[config.mk]
export PLATFORM = sky130hd
export DESIGN_NAME = mod_n_down_chain
export DESIGN_NICKNAME = d
export VERILOG_FILES = /design/src/rtl/mod_n_down_chain.sv
export SDC_FILE = /design/constraint.sdc
export NUM_CORES = 1
export LEC_CHECK = 0
export ABC_CLOCK_PERIOD_IN_PS = 2800
export BUFFER_PORTS_ARGS = -buffer_cell sky130_fd_sc_hd__buf_2
export CAP_MARGIN = 40
export CORE_MARGIN = 3
export CORE_UTILIZATION = 48
export DETAILED_ROUTE_END_ITERATION = 10
export HOLD_SLACK_MARGIN = 0.03
export PLACE_DENSITY = 0.76
export SLEW_MARGIN = 25
export SYNTH_ARGS = -nofsm -noshare
export SYNTH_HDL_FRONTEND = slang
export SYNTH_SLANG_ARGS = --single-unit
[constraint.sdc]
create_clock -name clock -period 2.8 [get_ports clock]
set_clock_uncertainty 0.15 [all_clocks]
set_input_delay 0.14 -clock clock [delete_from_list [all_inputs] [get_ports clock]]
set_output_delay 0.14 -clock clock [all_outputs]
set_load 0.01 [all_outputs]
[src/rtl/mod_n_down_chain.sv]
// mod_n_down_chain: cascadable BCD down-counting timer chain.
// Each digit has its own modulus (2..10); digit 0 is least significant.
// Digits borrow from one another like a clock face (e.g. MM:SS with a
// mod-6 tens-of-seconds digit), never through a binary carry.
// WRAP=0 holds at all-zero; WRAP=1 rolls all-zero over to all-(MOD-1).
// done pulses for one cycle when a decrement lands on all-zero.
// bo (borrow-out) feeds the enable of a further, more significant chain.
module mod_n_down_chain #(
    parameter int                      NUM_DIGITS = 4,
    parameter logic [4*NUM_DIGITS-1:0] MODULI     = 16'hAA6A,
    parameter bit                      WRAP       = 1'b0
) (
    input  logic                      clock,
    input  logic                      clear,
    input  logic                      loadn,
    input  logic                      en,
    input  logic [4*NUM_DIGITS-1:0]   data,
    output logic [4*NUM_DIGITS-1:0]   count,
    output logic                      zero,
    output logic                      done,
    output logic                      bo
);

    localparam int W = 4 * NUM_DIGITS;

    // Reject moduli outside 2..10 when the chain is elaborated.
    for (genvar g = 0; g < NUM_DIGITS; g++) begin : g_mod_check
        if ((MODULI[4*g +: 4] < 4'd2) || (MODULI[4*g +: 4] > 4'd10)) begin : g_bad
            $error("mod_n_down_chain: digit %0d has illegal modulus %0d",
                   g, MODULI[4*g +: 4]);
        end
    end

    logic [W-1:0] count_q, count_d;
    logic         done_q,  done_d;
    logic [W-1:0] load_val;
    logic [W-1:0] dec_val;
    logic         borrow;
    logic         count_is_zero;

    assign count_is_zero = (count_q == '0);

    // Per-digit clamped load value and the borrow-rippled decrement value.
    // A digit steps only while every lower digit is 0; a stepping digit at 0
    // reloads MOD-1. From all-zero this naturally produces all-(MOD-1).
    always_comb begin
        load_val = '0;
        dec_val  = '0;
        borrow   = 1'b1;
        for (int k = 0; k < NUM_DIGITS; k++) begin
            if (data[4*k +: 4] >= MODULI[4*k +: 4]) begin
                load_val[4*k +: 4] = MODULI[4*k +: 4] - 4'd1;
            end else begin
                load_val[4*k +: 4] = data[4*k +: 4];
            end

            if (borrow) begin
                if (count_q[4*k +: 4] == 4'd0) begin
                    dec_val[4*k +: 4] = MODULI[4*k +: 4] - 4'd1;
                end else begin
                    dec_val[4*k +: 4] = count_q[4*k +: 4] - 4'd1;
                end
            end else begin
                dec_val[4*k +: 4] = count_q[4*k +: 4];
            end

            borrow = borrow & (count_q[4*k +: 4] == 4'd0);
        end
    end

    // Next-state selection: load beats decrement beats hold (clear is in the flop).
    // done only fires when a decrement leaves a nonzero count at zero.
    always_comb begin
        count_d = count_q;
        done_d  = 1'b0;
        if (!loadn) begin
            count_d = load_val;
        end else if (en) begin
            if (!count_is_zero) begin
                count_d = dec_val;
                done_d  = (dec_val == '0);
            end else if (WRAP) begin
                count_d = dec_val;
            end
        end
    end

    // Count and done registers with synchronous clear.
    always_ff @(posedge clock) begin
        if (clear) begin
            count_q <= '0;
            done_q  <= 1'b0;
        end else begin
            count_q <= count_d;
            done_q  <= done_d;
        end
    end

    assign count = count_q;
    assign zero  = count_is_zero;
    assign done  = done_q;
    assign bo    = en & loadn & ~clear & count_is_zero;

endmodule

==> reports/results.ini, run 1 <==
[run_status]
status=finished clean

[cells_and_area]
final_area_um2=1459
final_cells=219
fin_util_pct=65.32
nets=212
drive_gt1_share_pct=26.70
diodes=0
fillers=203
synthToLayoutAreaGrowth_pct=27.29

[hold_path]
hold_path_class=in -> reg

[timing]
grt_setup_unrepaired=false
finalSetupTns_ns=0
fin_crit_ns=2.542
worst_slew_margin_rel_pct=55.44
finalSetupViolCount=0
finalMaxSlewViolations=0
period_share_pct=90.79
max_freq_mhz=393.4
hold_violations=0
tightest_slew_ns=0.6516

[job]
cap_violations=0

[grt]
grt_first_pass_wirelength_um=5540
grt_pass1_vias=1200
overflow=0
track_usage_pct=25.22
grt_max_degree=29
antenna_found_initial=0

[clock_tree]
insertion_delay_ns=0.30
path_clk_slew_ns=0.11
cts_tree=done
cts.sinks=17
cts_buffer_depth=2
clockRootBuffer=clkbuf_4
cts_made_buffers=3
ctsHtreeMaxLevel=1

[synthesis]
yosys-top-cells-area=dfxtp_1 (30%), nor2_1 (5.6%), nor4_1 (3.8%), nand2_1 (3.6%), a21oi_1 (3.5%)
yosys_warnings=0
syn_nets=167
yosysSeqAreaShare_pct=29.69
syn-instance-count=147
async_flop_share_pct=0
synth_area_um2=1146
syn_area_per_cell_um2=7.797
yosysTopAreaCell=dfxtp_1
yosys.area.top_type_share_pct=29.69
synth_edf_count=0
synthTopCellsByCount=dfxtp_1 (17), nor2_1 (17), nand2_1 (11), a21oi_1 (8), nor3_1 (8)
synth.distinct_cells=43
ys.flop_type=dfxtp_1
synth_seq_cells=17

[detailed_routing]
ant_nets=0
drc=0
drtPass1Iterations=4
vias_per_cell=6.333
first_iter_violations=64
drt_wl_total_um=3527
avgRoutedWirePerCell_um=16.11
num_vias=1387

[die]
fp.dieW_um=54.87
core_um2=2233
die_h_um=54.87
die_area_um2=3010
io_pins=39
start_util_pct=51.32
rows=17

[worst_setup_path]
cp.arrival_ns=2.64
cp_max_fo=6
path_class=reg -> reg
startpoint_type=register
crit_required_ns=2.90
endpoint_kind=register
rrSetupSlack_ns=0.26

[power_and_ir_drop]
p_total_mw=0.6551
power.density_nw_per_um2=449.1
p_leak_nw=0.6077
ir_worst_vdd_uv=273.3

[place]
place_area_um2=1341
dp_cells=206
gp_congestion=0.9293
port_buffers=38
place_hpwl_um=2478

==> layer usage <==
layer	wire, um	GRT usage, %	vias to the layer above
met5	0	0	-
met4	87	9.959	0
met3	312	2.725	15
met2	1710	43.11	78
met1	1415	31.82	635
li1	-	-	659
==> flip-flops by register name, indices dropped and copies added, names as in the netlist <==
register and count:
count 16, done 1
==> what timing repair did <==
action | CTS | global route
endpoints found under the setup margin | 0 | 1
setup buffers | 0 | 1
hold buffers | 8 | 0
hold endpoints to repair | 6 | 0
gates resized for setup | 0 | 1
==> metrics by stage <==
| step | worst slack, ns | hold slack [ns] |
|---|---|---|
| floorplan | 0.7214 | 0.1547 |
| global placement | 0.6603 | 0.2924 |
| detailed placement | 0.5843 | 0.3064 |
| CTS | 0.1381 | 0.03053 |
| global route | 0.1218 | 0.03352 |
| finish | 0.2578 | 0.01806 |
==> path summary, 6_finish.rpt <==
path	start	to	cells past startpoint
worst max register to register	count[6]	count[12]	6
worst min-delay path	data[1]	count[1]	3
worst min register to register	count[8]	count[8]	2
worst max-delay path	count[6]	count[12]	6
==> report_power, final <==
group / internal (mW) / leakage, nW / switching, mW / total [mW]
Clock: 0.0556 / 0.0150 / 0.0842 / 0.140
Combinational: 0.0981 / 0.452 / 0.130 / 0.229
Sequential: 0.261 / 0.141 / 0.0263 / 0.287
Total: 0.414 / 0.608 / 0.241 / 0.655
==> layout by cell type (no fill, tap or decap), drive strengths merged <==
cell	n
buf	39
nor2	18
dfxtp	17
nand2	11
nor3	8
a21oi	8
dlygate4sd3	8
nor4	8
o21ai	7
a211oi	5
inv	4
nand3	4
mux2i	4
nand2b	4
clkbuf	4
or4	3
a311oi	3
o21a	3
or2	3
or3	3
a221oi	3
and3	2
o32ai	2
o41ai	2
nor3b	2
o31a	2
o31ai	2
a2111oi	2
xnor2	2
nand3b	2
nand4	1
a21o	1
a311o	1
a31oi	1
nand4b	1
o311a	1
==> layout make-up <==
type | count | area [um^2] | share of cell area [%]
tap | 28 | 35.03 | 2.401
clock buffer | 4 | 26.28 | 1.801
inverter | 4 | 15.01 | 1.029
timing repair buffer | 47 | 277.8 | 19.04
sequential | 17 | 340.3 | 23.33
multi-input combinational | 119 | 764.5 | 52.40
==> cells by family after synthesis <==
kind of cell | share of synthesized area [%]
buf+inv | 3.930
mux | 3.494
flops | 29.69
xor+xnor | 1.529
compound gates | 27.73
simple gates | 33.62
==> critical path: stages, from the launching register on <==
cell	delay (ns)
dfxtp_1	0.37
or3_4	0.41
nor4_4	0.39
nand3_1	0.15
mux2i_1	0.14
a221oi_1	0.28
dlygate4sd3_1	0.59
(Power assumes the default switching activity.)
==> inputs of run 2 (changes only) <==
--- a/config.mk
+++ b/config.mk
@@ -5,12 +5,12 @@
 export SDC_FILE = /design/constraint.sdc
 export NUM_CORES = 1
 export LEC_CHECK = 0
-export ABC_CLOCK_PERIOD_IN_PS = 2800
 export BUFFER_PORTS_ARGS = -buffer_cell sky130_fd_sc_hd__buf_2
 export CAP_MARGIN = 40
 export CORE_MARGIN = 3
 export CORE_UTILIZATION = 48
 export DETAILED_ROUTE_END_ITERATION = 10
+export GPL_TIMING_DRIVEN = 0
 export HOLD_SLACK_MARGIN = 0.03
 export PLACE_DENSITY = 0.76
 export SLEW_MARGIN = 25
==> reports/results.ini, run 2 (same netlist as run 1, synthesis figures left out) <==
[run_status]
status=finished clean

[timing]
max_freq_mhz=429.4  ; +9.2%
finalMaxSlewViolations=0  ; unchanged
timing.hold.ws_ns=0.01862  ; +0.0005540 ns
grt_setup_unrepaired=false
finalSetupTns_ns=0  ; unchanged
hold_violations=0  ; unchanged
finalSetupViolCount=0  ; unchanged
tightest_slew_ns=0.7521  ; +0.1005 ns
fin_crit_ns=2.329  ; -0.2136 ns
worst_slew_margin_rel_pct=48.56  ; -6.9 points
period_share_pct=83.17  ; -7.6 points

[worst_setup_path]
crit_family=simple AND/OR/NAND/NOR gates
crit_buf_inv=2  ; +1
crit-reg2reg-capture=count[9]
rrSetupSlack_ns=0.53  ; +0.27 ns
crit_slowest_cell=nor4_4
reg2reg_depth=5  ; -1
r2r_start=count[2]
path_class=reg -> out
startpoint_type=register
cp_max_fo=8  ; +2
cp.arrival_ns=2.04  ; -0.60 ns
cp.depth=5  ; -1
crit_required_ns=2.51  ; -0.39 ns
cpPeakStageDelay_ns=0.53  ; -0.06 ns
endpoint_kind=output pin
path_cells=or3_4 -> nor4_4 -> nand2_1 -> inv_1 -> buf_2

[cells_and_area]
nets=218  ; +2.8%
largest_reg_flops=16  ; unchanged
drive_gt1_share_pct=24.87  ; -1.8 points
final_common_cell=buf_2
diodes=0  ; unchanged
synthToLayoutAreaGrowth_pct=29.80
fin_util_pct=66.61  ; +1.3 points
mostFrequentLayoutCells=buf_2 (36), nor2_1 (17), dfxtp_1 (17)
final_cells=225  ; +2.7%

[grt]
busiest_layer=met2
antenna_found_initial=0  ; unchanged
track_usage_pct=27.19  ; +2.0 points
grt_pass1_vias=1289  ; +7.4%
use_met1_pct=34.42  ; +2.6 points
grt_first_pass_wirelength_um=5892  ; +6.4%
use_met2_pct=46.46  ; +3.3 points
grt_max_degree=11  ; -62%
met3_usage_pct=2.997  ; +0.27 points
overflow=0  ; unchanged

[die]
die_area_um2=3010  ; unchanged
rows=17  ; unchanged
start_util_pct=51.32  ; unchanged
io_pins=39  ; unchanged
core_um2=2233  ; unchanged
fp.dieW_um=54.87  ; unchanged
die_h_um=54.87  ; unchanged

[detailed_routing]
ant_nets=0  ; unchanged
first_iter_violations=50  ; -22%
num_vias=1411  ; +1.7%
avgRoutedWirePerCell_um=16.82  ; +4.5%
drtPass1Iterations=4  ; unchanged
vias_per_cell=6.271  ; -0.98%
drc=0  ; unchanged
drt_wl_total_um=3785  ; +7.3%

[clock_tree]
cts_tree=done
ctsHtreeMaxLevel=1  ; unchanged
cts_made_buffers=3  ; unchanged
cts_buffer_depth=2  ; unchanged
cts.sinks=17  ; unchanged
clockRootBuffer=clkbuf_4
path_clk_slew_ns=0.10  ; about the same
insertion_delay_ns=0.30  ; about the same

[hold_path]
min_to=count[1]
min_from=data[1]
hold_path_class=in -> reg
whs_path_depth=3  ; unchanged

[power_and_ir_drop]
p_total_mw=0.6600  ; +0.74%
power.density_nw_per_um2=443.7  ; -1.2%
ir_worst_vdd_uv=298.0  ; +9.0%
p_leak_nw=0.6135  ; +0.94%

[place]
port_buffers=36  ; -5.3%
dp_cells=211  ; +2.4%
gp_congestion=0.9357  ; +0.69%
place_hpwl_um=2672  ; +7.8%

[job]
cap_violations=0  ; unchanged

==> run 2: cell count changes in the layout (fill, tap and decap cells not counted), sizes merged <==
| cell | change |
|---|---|
| dlygate4sd3 | +2 |
| buf | -2 |
| clkbuf | +6 |
==> run 2: routing by layer <==
layer	routed length (um)	vias up
met5	0	-
met4	83	0
met3	375	12
met2	1855	90
met1	1470	637
li1	-	672
==> run 2: worst min-delay path: cells and delay by family <==
family | cells | cell delay [ns]
AO/OA/AOI/OAI | 1 | 0.07
buffers and inverters | 1 | 0.09
AND/OR/NAND/NOR | 1 | 0.12
==> run 2: worst max-delay path by stage <==
stage	from	to	slack, ns
floorplan	count[2]	count[10]	0.72
detailed placement	count[2]	count[10]	0.60
global route	count[2]	zero	0.37
global placement	count[2]	count[10]	0.59
CTS	count[2]	zero	0.51
finish	count[2]	zero	0.47
==> run 2: area by class of cell <==
cell class	instances	area, um^2
sequential	17	340.3
buffer	7	30.03
multi-input combinational	119	760.7
inverter	4	15.01
clock buffer	4	26.28
fill	205	745.7
tap	28	35.03
timing repair buffer	46	280.3
==> run 2: through the flow <==
stage                     setup slack, ns  area, um^2
after CTS                          0.5058        1488
after floorplan                    0.7214        1146
after global routing               0.3671        1488
after detailed placement           0.5967        1361
after global placement             0.5948        1361
final                              0.4713        1488
==> run 2: what timing repair did <==
| item | in CTS | in global routing |
|---|---|---|
| gates resized for setup | 0 | 0 |
| hold buffers | 10 | 0 |
| endpoints found under the hold margin | 9 | 0 |
| buffers inserted | 0 | 0 |
| endpoints found under the setup margin | 0 | 0 |
==> run 2: report_power, final <==
part	switching (mW)	internal [mW]
Combinational	0.135	0.0998
Clock	0.0835	0.0555
Sequential	0.0261	0.261
